File: src/rtl/mem_port_arbiter_pkg.sv
// Shared types and defaults for the two-requester unified memory port arbiter.
package mem_port_arbiter_pkg;

  typedef enum logic [1:0] {
    IDLE   = 2'd0,
    WAIT_D = 2'd1,
    WAIT_I = 2'd2,
    RESP   = 2'd3
  } arb_state_t;

  localparam int DEF_ADDR_W = 32;
  localparam int DEF_DATA_W = 32;

  // Read data returned to the requester when a transfer is aborted on timeout.
  localparam int TIMEOUT_DATA = 0;

endpackage

File: src/rtl/mem_arb_prio.sv
// Grant selection between fetch and data requests, with a saturating counter
// that bounds how many data grants may pass a waiting fetch.
module mem_arb_prio #(
  parameter int STARVE_LIMIT = 4
) (
  input  logic clk,
  input  logic rst,
  input  logic if_req,
  input  logic d_req,
  input  logic grant,
  output logic grant_d,
  output logic grant_i
);

  localparam int CNT_W = $clog2(STARVE_LIMIT + 1);
  localparam logic [CNT_W-1:0] LIMIT = CNT_W'(STARVE_LIMIT);

  logic [CNT_W-1:0] starve_cnt;

  // Data wins unless the fetch side has already been passed LIMIT times.
  always_comb begin
    grant_d = d_req & (~if_req | (starve_cnt < LIMIT));
    grant_i = if_req & ~grant_d;
  end

  always_ff @(posedge clk or posedge rst) begin
    if (rst) begin
      starve_cnt <= '0;
    end else if (grant) begin
      if (grant_i) begin
        starve_cnt <= '0;
      end else if (grant_d && if_req && (starve_cnt < LIMIT)) begin
        starve_cnt <= starve_cnt + CNT_W'(1);
      end
    end
  end

endmodule

File: src/rtl/mem_port_arbiter.sv
// Sequences a single-ported variable-latency memory between the IF and MEM
// stages: one grant at a time, done pulse on completion, global stall.
module mem_port_arbiter
  import mem_port_arbiter_pkg::*;
#(
  parameter int ADDR_W       = DEF_ADDR_W,
  parameter int DATA_W       = DEF_DATA_W,
  parameter int STARVE_LIMIT = 4,
  parameter int TIMEOUT      = 255
) (
  input  logic              clk,
  input  logic              rst,
  input  logic              if_req,
  input  logic [ADDR_W-1:0] if_addr,
  output logic [DATA_W-1:0] if_rdata,
  output logic              if_done,
  input  logic              d_rd,
  input  logic              d_wr,
  input  logic [ADDR_W-1:0] d_addr,
  input  logic [DATA_W-1:0] d_wdata,
  output logic [DATA_W-1:0] d_rdata,
  output logic              d_done,
  output logic              mem_req,
  output logic              mem_we,
  output logic [ADDR_W-1:0] mem_addr,
  output logic [DATA_W-1:0] mem_wdata,
  input  logic [DATA_W-1:0] mem_rdata,
  input  logic              mem_ack,
  output logic              pipe_stall,
  output logic              bus_err
);

  localparam int TO_W = $clog2(TIMEOUT + 1);
  localparam logic [TO_W-1:0]   TO_LAST    = TO_W'(TIMEOUT - 1);
  localparam logic [DATA_W-1:0] ABORT_DATA = DATA_W'(TIMEOUT_DATA);

  arb_state_t      state;
  arb_state_t      state_nxt;
  logic            d_req;
  logic            in_idle;
  logic            in_wait;
  logic            grant_d;
  logic            grant_i;
  logic            to_hit;
  logic            xfer_end;
  logic [TO_W-1:0] to_cnt;

  assign d_req    = d_rd | d_wr;
  assign in_idle  = (state == IDLE);
  assign in_wait  = (state == WAIT_D) || (state == WAIT_I);
  assign to_hit   = (to_cnt == TO_LAST);
  // Memory handshake: mem_req rises with stable addr/we/wdata and stays high,
  // unchanged, until the single-cycle mem_ack (or timeout) ends the transfer;
  // mem_ack while mem_req is low is ignored.
  assign xfer_end = in_wait & (mem_ack | to_hit);

  assign pipe_stall = (if_req & ~if_done) | (d_req & ~d_done);

  mem_arb_prio #(
    .STARVE_LIMIT(STARVE_LIMIT)
  ) u_prio (
    .clk    (clk),
    .rst    (rst),
    .if_req (if_req),
    .d_req  (d_req),
    .grant  (in_idle),
    .grant_d(grant_d),
    .grant_i(grant_i)
  );

  always_ff @(posedge clk or posedge rst) begin
    if (rst) begin
      state <= IDLE;
    end else begin
      state <= state_nxt;
    end
  end

  always_comb begin
    state_nxt = state;
    case (state)
      IDLE: begin
        if (grant_d) begin
          state_nxt = WAIT_D;
        end else if (grant_i) begin
          state_nxt = WAIT_I;
        end
      end
      WAIT_D, WAIT_I: begin
        if (xfer_end) begin
          state_nxt = RESP;
        end
      end
      RESP:    state_nxt = IDLE;
      default: state_nxt = IDLE;
    endcase
  end

  always_ff @(posedge clk or posedge rst) begin
    if (rst) begin
      to_cnt <= '0;
    end else if (in_wait && !xfer_end) begin
      to_cnt <= to_cnt + TO_W'(1);
    end else begin
      to_cnt <= '0;
    end
  end

  always_ff @(posedge clk or posedge rst) begin
    if (rst) begin
      mem_req   <= 1'b0;
      mem_we    <= 1'b0;
      mem_addr  <= '0;
      mem_wdata <= '0;
      if_rdata  <= '0;
      d_rdata   <= '0;
      if_done   <= 1'b0;
      d_done    <= 1'b0;
      bus_err   <= 1'b0;
    end else begin
      if_done <= 1'b0;
      d_done  <= 1'b0;
      case (state)
        IDLE: begin
          if (grant_d) begin
            mem_req   <= 1'b1;
            mem_we    <= d_wr;
            mem_addr  <= d_addr;
            mem_wdata <= d_wdata;
          end else if (grant_i) begin
            mem_req  <= 1'b1;
            mem_we   <= 1'b0;
            mem_addr <= if_addr;
          end
        end
        WAIT_D: begin
          if (xfer_end) begin
            mem_req <= 1'b0;
            d_done  <= 1'b1;
            if (!mem_we) begin
              d_rdata <= mem_ack ? mem_rdata : ABORT_DATA;
            end
            if (!mem_ack) begin
              bus_err <= 1'b1;
            end
          end
        end
        WAIT_I: begin
          if (xfer_end) begin
            mem_req  <= 1'b0;
            if_done  <= 1'b1;
            if_rdata <= mem_ack ? mem_rdata : ABORT_DATA;
            if (!mem_ack) begin
              bus_err <= 1'b1;
            end
          end
        end
        default: begin
        end
      endcase
    end
  end

endmodule

File: config.mk
export PLATFORM = sky130hd
export DESIGN_NAME = mem_port_arbiter
export DESIGN_NICKNAME = d
export VERILOG_FILES = /design/src/rtl/mem_port_arbiter_pkg.sv /design/src/rtl/mem_arb_prio.sv /design/src/rtl/mem_port_arbiter.sv
export SDC_FILE = /design/constraint.sdc
export NUM_CORES = 1
export LEC_CHECK = 0
export BUFFER_PORTS_ARGS = -buffer_cell sky130_fd_sc_hd__clkbuf_2
export CORE_MARGIN = 1
export CORE_UTILIZATION = 45
export DETAILED_ROUTE_END_ITERATION = 6
export GPL_ROUTABILITY_DRIVEN = 0
export PLACE_DENSITY = 0.77
export SLEW_MARGIN = 5
export SYNTH_ARGS = -nofsm -noshare
export SYNTH_HDL_FRONTEND = slang
export SYNTH_SLANG_ARGS = --single-unit
File: constraint.sdc
create_clock -name clk -period 9.82 [get_ports clk]
set_input_delay 0.982 -clock clk [delete_from_list [all_inputs] [get_ports clk]]
set_output_delay 0.982 -clock clk [all_outputs]
set_load 0.02 [all_outputs]
==> metrics.md <==
| Metric | Value |
|---|---|
| Area of the multi-input gates | 2228 µm² |
| Overall Global Routing Usage | 21.50% |
| Post-Syn Area per Cell | 13.72 µm² |
| Top cells by area, synth | dfrtp_1, mux2_4, mux2i_1, a32o_1, a22o_1 |
| #FFs+latches synth | 146 |
| Port Buffer Count | 267 |
| Layout cells sized above 1 | 48.54% |
| Status | finished, final reports clean |
| CTS Buf Count | 17 |
| Clock Sink Count | 146 |
| Yosys cell types | 43 |
| Tcrit/Tclk final | 26.74% |
| Hold WC Path Type | register to register |
| Root Driver | clkbuf_16 |
| FILL cells | 1064 |
| Synth top area share | 59.19% |
| Asr flop ratio synth | 100.0% |
| Power Density | 358.1 nW/µm² |
| Synthesized instance count | 450 |
| Initial core utilization | 46.42% |
| FP Rows | 42 |
| Minimum clock period after layout | 2.626 ns |
| WHS | 0.4822 ns |
| Worst-path clk slew | 0.06 ns |
| Syn_nets | 592 |
| Drt pass-1 iters | 4 |
| Post-DP HPWL | 10530 µm |
| Fin. max-slew vios | 0 |
| Routed WL | 14560 µm |
| Routed len/inst | 16.27 µm |
| Die Height | 119.1 µm |
| Slew at the pin with the worst max-slew slack | 1.231 ns |
| Post-CTS Hold Buffers | 0 |
| Antenna Cells | 0 |
| Setup Crit Path Kind | input pin to output pin |
| Comb power frac | 42.3% |
| Clk_lat worst skew | 0.41 ns |
| Hold path cells | 2 |
| Switch share | 38.73% |
| P_sw | 1.120 mW |
| Iter 0 DRT Violations | 241 |
| Setup TNS | 0 ns |
| Slew HR | 17.90% |
| Area leader, netlist | dfrtp_1 |
| GR Overflow Total | 0 |
| Startpoint Class | input pin |
| Num ports | 268 |
| R2R cell count | 6 |
| Critical Path AT | 1.64 ns |
| RSZ-0062 raised after global routing | false |
| DR vias | 4566 |
| Main flop type after synthesis | dfrtp_1 |
| CTS tree | done |
| # H-tree levels | 4 |
| # nets final | 848 |
| First-pass GRT wire length | 23310 µm |
| Clk_skew | 0.008053 ns |
| Ys Warns | 0 |
| Setup violations, final | 0 |
| DRC violation count after routing | 0 |
| Reg power frac | 36.0% |
| Sequential cell area | 3654 µm² |
| Postcts setup bufs | 0 |
| # resized after CTS | 0 |
| Fmax | 0.3809 GHz |
| Max-cap violations | 0 |
| Int Pwr | 1.772 mW |
| Seq/Total Area, Yosys | 59.19% |
| Critical Path Sink Type | output pin |
| R2R Setup Slk | 7.29 ns |
| Synthesized area | 6172 µm² |
| Number of routed nets with antenna violations | 0 |
| Peak VDD IR | 0.1918 mV |
| Die area | 14190 µm² |
| Clk buf depth | 2 |
| Largest net degree at the start of global routing | 99 |
| Pleak | 4.284 nW |
| Vias in the first global route | 4620 |
| Core Area | 13300 µm² |
| P&R area growth vs syn | 30.83% |
| Clock share of power | 21.7% |
| Required time of the critical path | 8.84 ns |
| Die W | 119.1 µm |
| Drt via density | 5.102 |
| Worst Path Max Fanout | 8 |
| Final Hold Fails | 0 |
| Number of synthesized flops with an enable pin | 0 |
| Initial antenna violation count | 0 |
cells in the mapped netlist (2+ instances only):
master	n
a21o_1	2
a21oi_1	5
a32o_1	33
a31oi_1	2
nor2_1	9
mux2i_1	34
buf_6	16
buf_4	5
xor2_1	2
o21ai_0	7
nand2_1	39
a22o_1	32
nor2_2	2
nand4_1	2
and2_1	2
clkbuf_1	6
o31ai_1	3
mux2_2	2
ha_1	8
dfrtp_1	146
nand2_4	3
nand3_1	2
buf_2	5
mux2_4	31
o21ai_1	28
inv_1	7
power by group through the flow:
stage | Sequential (mW) | Combinational, mW | Clock (mW)
3_5_place_dp | 1.04 | 1.24 | 0
6_report | 1.04 | 1.22 | 0.628
2_1_floorplan | 1.33 | 0.568 | 0
4_1_cts | 1.04 | 1.24 | 0.644
5_1_grt | 1.07 | 1.32 | 0.671
3_3_place_gp | 1.03 | 1.20 | 0
metrics by stage:
step           setup WS (ns)  instance area (µm²)  power (mW)  std cells  utilization [%]
5_1_grt                7.082                 8075       3.059        895            60.74
6_report               7.194                 8075       2.891        895            60.74
4_1_cts                7.185                 8075       2.923        895            60.74
3_3_place_gp           6.916                 7492       2.230        863            56.35
2_1_floorplan          4.915                 6172       1.895        450                -
3_5_place_dp           6.784                 7492       2.280        863            56.35
metal layers:
metal / part of all wire (%) / up-vias / GRT usage (%)
met2: 51 / 202 / 36.66
met5: 0 / - / 0
met4: 0.73 / 0 / 7.199
li1: - / 2156 / -
met1: 41 / 2198 / 25.81
met3: 7.0 / 10 / 6.513
worst paths after layout:
kind	start	endpoint
max	if_req	pipe_stall
min in group asynchronous	rst	mem_wdata[9]
max in group asynchronous	rst	bus_err
max reg2reg	state[0]	d_rdata[27]
min	mem_addr[30]	mem_addr[30]
min reg2reg	mem_addr[30]	mem_addr[30]
cells in the final DEF (no fill, tap or decap), types with 2 or more instances in the layout:
cell type,n
clkbuf_2,267
dfrtp_1,146
nand2_1,39
mux2i_1,34
a32o_1,33
a22o_1,32
mux2_4,31
o21ai_1,28
clkbuf_16,17
nor2_1,9
ha_1,8
o21ai_0,7
inv_1,6
a21oi_1,5
clkinv_2,4
nand2_4,3
clkbuf_1,3
clkbuf_8,3
buf_4,3
and2_1,2
nor2_2,2
a21o_2,2
mux2_2,2
nand4_1,2
nand3_1,2
xor2_1,2
o31ai_1,2
a31oi_1,2
clkinv_4,2
bufinv_16,2
critical path: stages:
cell	delay [ns]
clkbuf_2	0.23
inv_1	0.07
o22ai_1	0.16
clkbuf_2	0.20
registers in the layout, indices dropped and copies added, names as in the netlist, 2 cells and up:
signal / cells
if_rdata: 32
to_cnt: 8
mem_addr: 32
state: 2
u_prio.starve_cnt: 3
d_rdata: 32
mem_wdata: 32
cell families after synthesis:
logic type      share of synthesized area, %
flops                                  59.19
compound gates                         14.98
simple gates                           5.413
mux                                    13.42
buf+inv                                4.946
fa+ha+maj                              1.622
xor+xnor                              0.4258
area by class of cell:
type / instances / share of cell area, %
timing repair buffer: 270 / 16.83
multi-input combinational: 264 / 27.60
clock buffer: 23 / 5.919
sequential: 146 / 45.24
tap: 176 / 2.727
clock inverter: 9 / 1.302
inverter: 7 / 0.3874
Power figures use the tool's default switching activity.
